## src/rtl/bus_txn_tracker.sv

```systemverilog
// Passive valid/ready transaction tracker. Each channel queues its accepted
// addresses, pairs each data beat with the oldest queued address, and parks
// the finished record in a per-channel slot. A round-robin arbiter drains the
// slots onto a single record stream. Errors are sticky until err_clr.
module bus_txn_tracker #(
  parameter int NUM_CH     = 3,
  parameter int ADDR_WIDTH = 32,
  parameter int DATA_WIDTH = 32,
  parameter int DEPTH      = 4,
  parameter int ID_WIDTH   = 8,
  parameter int LAT_WIDTH  = 16,
  parameter int TIMEOUT    = 1000,
  parameter int CNT_WIDTH  = 32,
  parameter int CH_W       = 2
) (
  input  logic                         clk,
  input  logic                         rst,
  input  logic [NUM_CH-1:0]            ch_addr_valid,
  input  logic [NUM_CH-1:0]            ch_addr_ready,
  input  logic [NUM_CH*ADDR_WIDTH-1:0] ch_addr,
  input  logic [NUM_CH-1:0]            ch_data_valid,
  input  logic [NUM_CH-1:0]            ch_data_ready,
  input  logic [NUM_CH*DATA_WIDTH-1:0] ch_data,
  output logic                         rec_valid,
  input  logic                         rec_ready,
  output logic [CH_W-1:0]              rec_ch,
  output logic [ID_WIDTH-1:0]          rec_id,
  output logic [ADDR_WIDTH-1:0]        rec_addr,
  output logic [DATA_WIDTH-1:0]        rec_data,
  output logic [LAT_WIDTH-1:0]         rec_latency,
  input  logic                         err_clr,
  output logic [NUM_CH-1:0]            err_orphan,
  output logic [NUM_CH-1:0]            err_overflow,
  output logic [NUM_CH-1:0]            err_drop,
  output logic [NUM_CH-1:0]            err_timeout,
  output logic [NUM_CH-1:0]            err_stability,
  output logic [NUM_CH*CNT_WIDTH-1:0]  txn_count
);

  localparam int PTR_W = $clog2(DEPTH);

  logic [LAT_WIDTH-1:0]  r_ts;
  logic [CH_W-1:0]       r_rr_ptr;
  logic                  r_hold;
  logic [CH_W-1:0]       r_hold_ch;
  logic [CH_W-1:0]       w_pick;
  logic                  w_pick_found;
  logic [CH_W-1:0]       w_grant;
  logic                  w_consume;
  logic [NUM_CH-1:0]     w_slot_valid;
  logic [NUM_CH-1:0]     w_take;
  logic [ID_WIDTH-1:0]   w_slot_id   [NUM_CH];
  logic [ADDR_WIDTH-1:0] w_slot_addr [NUM_CH];
  logic [DATA_WIDTH-1:0] w_slot_data [NUM_CH];
  logic [LAT_WIDTH-1:0]  w_slot_lat  [NUM_CH];

  // Channel index 'k' places after 'base', wrapping at NUM_CH.
  function automatic logic [CH_W-1:0] rr_index(input logic [CH_W-1:0] base, input int k);
    int s;
    s = int'(base) + k;
    if (s >= NUM_CH) s = s - NUM_CH;
    return CH_W'(s);
  endfunction

  // Free-running timestamp shared by all channels; wraps naturally.
  always_ff @(posedge clk or posedge rst) begin
    if (rst) r_ts <= '0;
    else     r_ts <= r_ts + LAT_WIDTH'(1);
  end

  // Round-robin search over full slots, nearest to the pointer wins.
  always_comb begin
    w_pick_found = 1'b0;
    w_pick       = '0;
    for (int k = NUM_CH - 1; k >= 0; k--) begin
      if (w_slot_valid[rr_index(r_rr_ptr, k)]) begin
        w_pick_found = 1'b1;
        w_pick       = rr_index(r_rr_ptr, k);
      end
    end
  end

  // A stalled grant is frozen so a newly filled slot cannot steal the bus.
  assign w_grant     = r_hold ? r_hold_ch : w_pick;
  assign rec_valid   = r_hold | w_pick_found;
  assign w_consume   = rec_valid & rec_ready;
  assign rec_ch      = rec_valid ? w_grant : '0;
  assign rec_id      = rec_valid ? w_slot_id[w_grant] : '0;
  assign rec_addr    = rec_valid ? w_slot_addr[w_grant] : '0;
  assign rec_data    = rec_valid ? w_slot_data[w_grant] : '0;
  assign rec_latency = rec_valid ? w_slot_lat[w_grant] : '0;

  // Arbiter state: hold the grant across stalls, advance pointer on consume.
  always_ff @(posedge clk or posedge rst) begin
    if (rst) begin
      r_rr_ptr  <= '0;
      r_hold    <= 1'b0;
      r_hold_ch <= '0;
    end else begin
      r_hold    <= rec_valid & ~rec_ready;
      r_hold_ch <= w_grant;
      if (w_consume)
        r_rr_ptr <= (w_grant == CH_W'(NUM_CH - 1)) ? '0 : w_grant + CH_W'(1);
    end
  end

  genvar gi;
  generate
    for (gi = 0; gi < NUM_CH; gi++) begin : g_ch
      logic [ADDR_WIDTH-1:0] r_mem_addr [DEPTH];
      logic [ID_WIDTH-1:0]   r_mem_id   [DEPTH];
      logic [LAT_WIDTH-1:0]  r_mem_ts   [DEPTH];
      logic [PTR_W-1:0]      r_wr_ptr;
      logic [PTR_W-1:0]      r_rd_ptr;
      logic [PTR_W:0]        r_count;
      logic [ID_WIDTH-1:0]   r_id;
      logic                  r_slot_valid;
      logic [ID_WIDTH-1:0]   r_slot_id;
      logic [ADDR_WIDTH-1:0] r_slot_addr;
      logic [DATA_WIDTH-1:0] r_slot_data;
      logic [LAT_WIDTH-1:0]  r_slot_lat;
      logic [CNT_WIDTH-1:0]  r_txn_count;
      logic [4:0]            r_err;  // {stability, timeout, drop, overflow, orphan}
      logic                  r_addr_stall;
      logic                  r_data_stall;
      logic [ADDR_WIDTH-1:0] r_addr_prev;
      logic [DATA_WIDTH-1:0] r_data_prev;

      logic [ADDR_WIDTH-1:0] w_addr;
      logic [DATA_WIDTH-1:0] w_data;
      logic                  w_addr_hs, w_data_hs, w_empty, w_full;
      logic                  w_pop, w_push, w_capture;
      logic [LAT_WIDTH-1:0]  w_head_age;
      logic [4:0]            w_err_set;

      assign w_addr     = ch_addr[gi*ADDR_WIDTH +: ADDR_WIDTH];
      assign w_data     = ch_data[gi*DATA_WIDTH +: DATA_WIDTH];
      assign w_addr_hs  = ch_addr_valid[gi] & ch_addr_ready[gi];
      assign w_data_hs  = ch_data_valid[gi] & ch_data_ready[gi];
      assign w_empty    = (r_count == '0);
      assign w_full     = (r_count == (PTR_W+1)'(DEPTH));
      // Data only matches entries queued before this cycle.
      assign w_pop      = w_data_hs & ~w_empty;
      // A full queue still accepts when its head leaves this same cycle.
      assign w_push     = w_addr_hs & (~w_full | w_pop);
      assign w_head_age = r_ts - r_mem_ts[r_rd_ptr];
      assign w_capture  = w_pop & (~r_slot_valid | w_take[gi]);

      assign w_err_set[0] = w_data_hs & w_empty;
      assign w_err_set[1] = w_addr_hs & ~w_push;
      assign w_err_set[2] = w_pop & ~w_capture;
      assign w_err_set[3] = ~w_empty & (w_head_age == LAT_WIDTH'(TIMEOUT));
      assign w_err_set[4] = (r_addr_stall & (~ch_addr_valid[gi] | (w_addr != r_addr_prev))) |
                            (r_data_stall & (~ch_data_valid[gi] | (w_data != r_data_prev)));

      assign w_take[gi]       = w_consume & (w_grant == CH_W'(gi));
      assign w_slot_valid[gi] = r_slot_valid;
      assign w_slot_id[gi]    = r_slot_id;
      assign w_slot_addr[gi]  = r_slot_addr;
      assign w_slot_data[gi]  = r_slot_data;
      assign w_slot_lat[gi]   = r_slot_lat;

      assign err_orphan[gi]    = r_err[0];
      assign err_overflow[gi]  = r_err[1];
      assign err_drop[gi]      = r_err[2];
      assign err_timeout[gi]   = r_err[3];
      assign err_stability[gi] = r_err[4];
      assign txn_count[gi*CNT_WIDTH +: CNT_WIDTH] = r_txn_count;

      // Outstanding-address storage; only entries between the pointers are live.
      always_ff @(posedge clk) begin
        if (w_push) begin
          r_mem_addr[r_wr_ptr] <= w_addr;
          r_mem_id[r_wr_ptr]   <= r_id;
          r_mem_ts[r_wr_ptr]   <= r_ts;
        end
      end

      // Queue pointers, IDs, completion slot, counters, flags and stall history.
      always_ff @(posedge clk or posedge rst) begin
        if (rst) begin
          r_wr_ptr     <= '0;
          r_rd_ptr     <= '0;
          r_count      <= '0;
          r_id         <= '0;
          r_slot_valid <= 1'b0;
          r_slot_id    <= '0;
          r_slot_addr  <= '0;
          r_slot_data  <= '0;
          r_slot_lat   <= '0;
          r_txn_count  <= '0;
          r_err        <= '0;
          r_addr_stall <= 1'b0;
          r_data_stall <= 1'b0;
          r_addr_prev  <= '0;
          r_data_prev  <= '0;
        end else begin
          if (w_push) begin
            r_wr_ptr <= r_wr_ptr + PTR_W'(1);
            r_id     <= r_id + ID_WIDTH'(1);
          end
          if (w_pop)
            r_rd_ptr <= r_rd_ptr + PTR_W'(1);
          if (w_push && !w_pop)
            r_count <= r_count + (PTR_W+1)'(1);
          else if (!w_push && w_pop)
            r_count <= r_count - (PTR_W+1)'(1);

          if (w_capture) begin
            r_slot_valid <= 1'b1;
            r_slot_id    <= r_mem_id[r_rd_ptr];
            r_slot_addr  <= r_mem_addr[r_rd_ptr];
            r_slot_data  <= w_data;
            r_slot_lat   <= w_head_age;
            r_txn_count  <= r_txn_count + CNT_WIDTH'(1);
          end else if (w_take[gi]) begin
            r_slot_valid <= 1'b0;
          end

          r_err        <= (err_clr ? 5'b0 : r_err) | w_err_set;
          r_addr_stall <= ch_addr_valid[gi] & ~ch_addr_ready[gi];
          r_data_stall <= ch_data_valid[gi] & ~ch_data_ready[gi];
          r_addr_prev  <= w_addr;
          r_data_prev  <= w_data;
        end
      end
    end
  endgenerate

endmodule

```

## config.mk

```make
export PLATFORM = sky130hd
export DESIGN_NAME = bus_txn_tracker
export DESIGN_NICKNAME = d
export VERILOG_FILES = /design/src/rtl/bus_txn_tracker.sv
export SDC_FILE = /design/constraint.sdc
export NUM_CORES = 2
export LEC_CHECK = 0
export BUFFER_PORTS_ARGS = -buffer_cell sky130_fd_sc_hd__buf_2
export CORE_MARGIN = 3
export CORE_UTILIZATION = 32
export DETAILED_ROUTE_END_ITERATION = 8
export HOLD_SLACK_MARGIN = 0.12
export SETUP_SLACK_MARGIN = 0.1
export SLEW_MARGIN = 20
export SYNTH_ARGS = -nofsm -noshare
export SYNTH_HDL_FRONTEND = slang
export SYNTH_SLANG_ARGS = --single-unit
```

## constraint.sdc

```tcl
create_clock -name clk -period 47.4 [get_ports clk]
set_input_delay 7.11 -clock clk [delete_from_list [all_inputs] [get_ports clk]]
set_output_delay 7.11 -clock clk [all_outputs]
set_load 0.02 [all_outputs]
```

Word level (Yosys, flattened, before mapping)
Memories as Yosys holds them, arrays and structs flattened. A register that Yosys moved wholly into a read port is not among the register bits.
Index checks and enable logic that the tools add are counted.
Widths: inputs -> output; s select.

storage, ports and cells
  flip-flop bits (word level) = 522
  RAM bits = 672
  input port bits = 208
  output and inout bits = 202
  logic and storage cells = 270
  memories kept = 9

cells by class
  add/subtract/negate cells = 28
  magnitude comparators = 7
  equal/unequal tests = 14
  multiplexer cells = 55
  bitwise logic cells = 92
  reduce and logical (&&, ||, !) cells = 22

memory list
  name                words  width  read ports  clocked after Yosys merged registers in  wr ports  line  source
  g_ch[0].r_mem_addr  4      32     1           1                                        1         110   logic [ADDR_WIDTH-1:0] r_mem_addr [DEPTH];
  g_ch[1].r_mem_addr  4      32     1           1                                        1         110
  g_ch[2].r_mem_addr  4      32     1           1                                        1         110
  g_ch[0].r_mem_ts    4      16     1           0                                        1         112   logic [LAT_WIDTH-1:0] r_mem_ts [DEPTH];
  g_ch[1].r_mem_ts    4      16     1           0                                        1         112
  g_ch[2].r_mem_ts    4      16     1           0                                        1         112
  +3 memories         n/a    n/a    n/a         n/a                                      n/a       n/a

operators with widths
  kind                   number
  $mux 32                6
  $ne 32x32->1           6
  $bmux 32 s2            2
  $add 32x1->32 const B  3
  $eq 16x10->1 const B   3
  $mux 16                3
  $sub 16x16->16         3
  $and 1x1->1            44
  $bmux 16 s2            1
  $not 1->1              28
  $add 8x1->8 const B    3
  $mux 8                 3
  $mux 1                 18
  $mux 2                 9
  $mux 3                 6
  $add 16x1->16 const B  1
  $bmux 8 s2             1
  $or 1x1->1             16
  $mux 5                 3
  $or 5x5->5             3
  $add 2x1->2 const B    7
  $reduce_bool 2->1      6
  $add 3x1->3 const B    3
  $eq 3x3->1 const B     3
  other kinds (16)       37

Longest topological paths before layout
  depth after elaboration = 16
  mapped depth = 16
  depth with buffers taken out = 13

Worst setup path after synthesis
OpenSTA, ideal clock, no wires.

  path kind = input -> register
  from = in ch_data_valid[2]
  to = mem g_ch[2].r_mem_addr[0][0] (enable)
  setup time = 0.420 ns
  data arrival time = 9.193 ns
  required time = 46.980 ns
  path slack = 37.788 ns
  cell stages on the path = 4
  buffers on the path = 1
  path through = nand2_1 > a31oi_1 > clkbuf_1 > and2_1

between the ends
  word-level cells in the longest chain between the ends = 6

ends and longest elaborated chain
  element                       line  source
  from (decl)                   21    input logic [NUM_CH-1:0] ch_data_valid,
  $and 1x1->1                   139   assign w_data_hs = ch_data_valid[gi] & ch_data_ready[gi];
  $and 1x1->1                   143   assign w_pop = w_data_hs & ~w_empty;
  $or 1x1->1                    145   assign w_push = w_addr_hs & (~w_full | w_pop);
  $and 1x1->1                   145
  via g_ch[2].w_push            132   logic w_pop, w_push, w_capture;
  $mux 1                        172   if (w_push) begin
  $mux 1 (not written as such)  173   r_mem_addr[r_wr_ptr] <= w_addr;
  to (decl)                     110

The timed path passes the listed nets, and every way through them passes these cells.

Worst setup path after layout
  from = reg r_rr_ptr[0]
  to = out rec_latency[0]

between the ends
  word-level cells in the longest chain between the ends = 14
  elaborated cells on any way between the ends = 30
  classes of those cells = add/sub: 5; order compare: 3; mux: 20; bitwise: 2

ends and longest elaborated chain
  element                                           line  source
  from (decl)                                       43    logic [CH_W-1:0] r_rr_ptr;
  from (signal assigned)                            103   r_rr_ptr <= (w_grant == CH_W'(NUM_CH - 1)) ? '0 : w_grant + CH_W'(1);
  $add 2x2->3                                       60    s = int'(base) + k;
  $ge 3x2->1 / $sub 2x2->2 (equally long branches)  61    if (s >= NUM_CH) s = s - NUM_CH;
  $mux 2                                            61
  $bmux 1 s2                                        76    if (w_slot_valid[rr_index(r_rr_ptr, k)]) begin
  $mux 1 (not written as such)                      76
  $mux 2 (3 in series)                              76
  $mux 2                                            84    assign w_grant = r_hold ? r_hold_ch : w_pick;
  $not 2->3 (not written as such)                   91    assign rec_latency = rec_valid ? w_slot_lat[w_grant] : '0;
  $bmux 16 s2                                       91
  $mux 16 (not written as such) (2 in series)       91
  $mux 16 (*)                                       91
  to (decl)                                         30    output logic [LAT_WIDTH-1:0] rec_latency,

Every way passes the cells marked *; elsewhere a longest branch is shown, timed or not. The select of a mux whose other input is x is not followed.

==> qor.csv <==
metric,value,unit
Avg Vias per Cell,4.90,
Total GRT Usage,0.172,
"EDFF count, synth",672,
Tcrit/Tclk final,0.247,
YS warnings,0,
worst-skew pair later-pin latency,0.76,ns
post-CTS resize count,0,
endpoint class of the critical path,output pin,
Tmin final,11.71,ns
share of cells above drive strength 1,0.199,
Most used DFF post-synth,edfxtp_1,
final setup violation count,0,
status,finished clean,
final WL,149,mm
Top Ports,410,
Post-Route Skew,0.0258,ns
final core occ,0.379,
Std-Cell Rows,149,
die height,414,um
DRC Markers,0,
die width,414,um
synthesized instance count,3936,
Post-Syn Nets,4223,
Fin. Hold Viols,0,
async set or reset register ratio after synthesis,0.489,
number of global-route vias before repair,33300,
top achievable clock speed,0.0854,GHz
WP data arrival,4.60,ns
"Avg Cell Area, Syn",13.6,um2
unrepaired setup endpoints after global routing,no,
hold buffer count at cts,0,
CP Class,reg -> out,
WL/cell,22.3,um
leakage power,25.6,nW
flop and latch count out of synthesis,1314,
die area,172000,um2
total gr overflow,0,
clock root cell,clkbuf_16,
Max Cap Viol,0,
Area Growth Syn to Fin,17.4,%
CTS tree,built,
Starting Density,0.323,
DP Area,58000,um2
fillers,15600,
H-tree levels,4,
clock slew seen by the registers of the worst setup and hold paths,0.06,ns
cells on worst reg2reg path,10,
mapped cell area,53400,um2
Startpoint Class,flip-flop,
nets@finish,4661,
Final WS setup,35.69,ns
Max-slew headroom,0.256,
worst vdd ir,0.0502,mV
number of buffers added on ports,409,
Place WS,35.95,ns
GP Congestion,0.856,
DRT antenna net count,0,
WHS Path Cells,1,
CP Data Required Time,40.29,ns
Num CTS Buffers,138,
DP HPWL,103,mm
initial antenna violation count,43,
Sequential Area,36300,um2
pin count of the biggest net entering global routing,179,
Final Max Slew Viols,0,
area used by multi-input combinational logic,16300,um2
sequential area share after synthesis,0.679,
postcts setup bufs,0,
Initial DRT Pass Iterations,5,
crit path max fanout,54,
fin area,62600,um2
clk buf depth,3,
total negative slack,0,ns
core area,165000,um2
vias,32800,
Power Density,61.8,nW/um2
worst-margin pin slew,1.12,ns
first-pass GRT wire length,221,mm
clk sink count,1314,
Worst Hold Class,reg -> reg,
DRT iter0 DRCs,2563,
library cells used by synthesis,68,
registers in the layout (all words and copies together) (netlist names), 48 cells and up:
name / flops
g_ch.r_mem_addr: 384
g_ch.r_mem_ts: 192
g_ch.r_addr_prev: 96
g_ch.r_data_prev: 96
g_ch.r_mem_id: 96
g_ch.r_slot_addr: 96
g_ch.r_slot_data: 96
g_ch.r_txn_count: 96
g_ch.r_slot_lat: 48
cell type report:
class                      count  area share
timing repair buffer         457      0.0392
inverter                      76     0.00471
clock inverter                65     0.00995
tap                         2189      0.0437
multi-input combinational   2387       0.261
sequential                  1314       0.579
clock buffer                 190      0.0625
antenna                        6    0.000240
logic make-up after synthesis:
kind of cell,Yosys count,share of synthesized area
AND/OR/NAND/NOR,1408,0.112
flip-flops,1314,0.679
AO/OA/AOI/OAI,345,0.0375
buffers and inverters,235,0.0170
XOR/XNOR,376,0.0617
multiplexers,179,0.0732
adder cells (fa/ha/maj),79,0.0194
where the power goes:
part	switching, mW	total, mW	internal, mW
sequential	0.184	1.59	1.41
combinational	0.761	1.19	0.430
clock	0.450	1.09	0.636
critical path, cell delays in order (launching register included):
cell and delay [ns]:
dfrtp_1 0.40, inv_1 0.06, ha_1 0.31, nor2b_1 0.11, o21ai_0 0.33, a32oi_4 0.46
inv_4 0.71, buf_4 0.54, nand2_1 0.10, a21oi_1 0.15, a21oi_1 0.06, nor2_1 0.23
buf_2 0.22
final timing paths:
| path | startpoint | to | slack (ns) |
|---|---|---|---|
| max in group asynchronous | rst | g_ch[0].r_slot_addr[25]$_DFFE_PP0P_ | 37.22 |
| worst min register to register | g_ch[1].r_txn_count[31]$_DFFE_PP0P_ | g_ch[1].r_txn_count[31]$_DFFE_PP0P_ | 0.47 |
| worst max-delay path | r_rr_ptr[0]$_DFFE_PP0P_ | rec_latency[0] | 35.69 |
| min in group asynchronous | rst | g_ch[0].r_txn_count[19]$_DFFE_PP0P_ | 6.42 |
| worst min-delay path | g_ch[1].r_txn_count[31]$_DFFE_PP0P_ | g_ch[1].r_txn_count[31]$_DFFE_PP0P_ | 0.47 |
| worst max register to register | r_rr_ptr[0]$_DFFE_PP0P_ | g_ch[0].r_slot_lat[8]$_DFFE_PP0P_ | 42.26 |
synth_stat cells, drive strengths merged, types with 5 or more instances:
library cell	instances	area [um2]
nand3	73	365
fa	6	120
or3	6	37.5
buf	32	146
xnor2	307	2690
o31ai	6	55.1
a21o	11	82.6
nor2b	18	113
a211o	5	43.8
nand2	981	3680
mux4	168	3780
dfrtp	642	16100
nand2b	10	62.6
o21a	9	67.6
ha	73	913
nand4	79	494
a21oi	213	1070
inv	76	285
and3	29	183
o21bai	6	45.0
and2	21	131
and4	7	61.3
o41ai	6	52.6
mux2	11	124
nor2	141	537
xor2	69	604
nor4	18	138
o2bb2ai	9	78.8
nor3	13	70.1
edfxtp	672	20200
o21ai	49	249
clkbuf	127	477
layer usage:
| layer | GRT usage | share of wire | vias up |
|---|---|---|---|
| met4 | 0.0651 | 0.040 | 14 |
| met5 | 0 | 0.00060 | - |
| met3 | 0.0344 | 0.056 | 265 |
| met2 | 0.297 | 0.50 | 993 |
| met1 | 0.213 | 0.40 | 16800 |
| li1 | - | - | 14700 |
through the flow:
stage	hold WS [ns]	total power [mW]	cells
final	0.467	3.87	6684
after global routing	0.488	4.07	6679
after CTS	0.475	3.91	6676
after detailed placement	0.462	2.82	6421
after global placement	0.452	2.81	6421
after floorplan	0.437	2.35	3936
layout by cell type, fill, tap and decap left out, types with 8 or more instances in the layout:
| cell | n |
|---|---|
| and2_1 | 9 |
| a21oi_1 | 212 |
| nand3_1 | 73 |
| clkinv_2 | 22 |
| ha_1 | 73 |
| nor4_1 | 14 |
| nand2_1 | 979 |
| buf_2 | 409 |
| o21a_1 | 9 |
| xnor2_1 | 307 |
| mux2_2 | 11 |
| nor2b_1 | 16 |
| and3_1 | 28 |
| clkbuf_8 | 12 |
| mux4_2 | 168 |
| bufinv_16 | 10 |
| o21ai_0 | 47 |
| buf_4 | 45 |
| nand2b_1 | 8 |
| edfxtp_1 | 672 |
| nand4_1 | 79 |
| clkbuf_1 | 33 |
| and2_2 | 12 |
| clkinv_1 | 16 |
| inv_6 | 8 |
| inv_1 | 74 |
| nor3_1 | 12 |
| clkbuf_16 | 145 |
| nor2_1 | 137 |
| a21o_1 | 11 |
| xor2_1 | 69 |
| o2bb2ai_1 | 9 |
| dfrtp_1 | 636 |
Power figures use the tool's default switching activity.
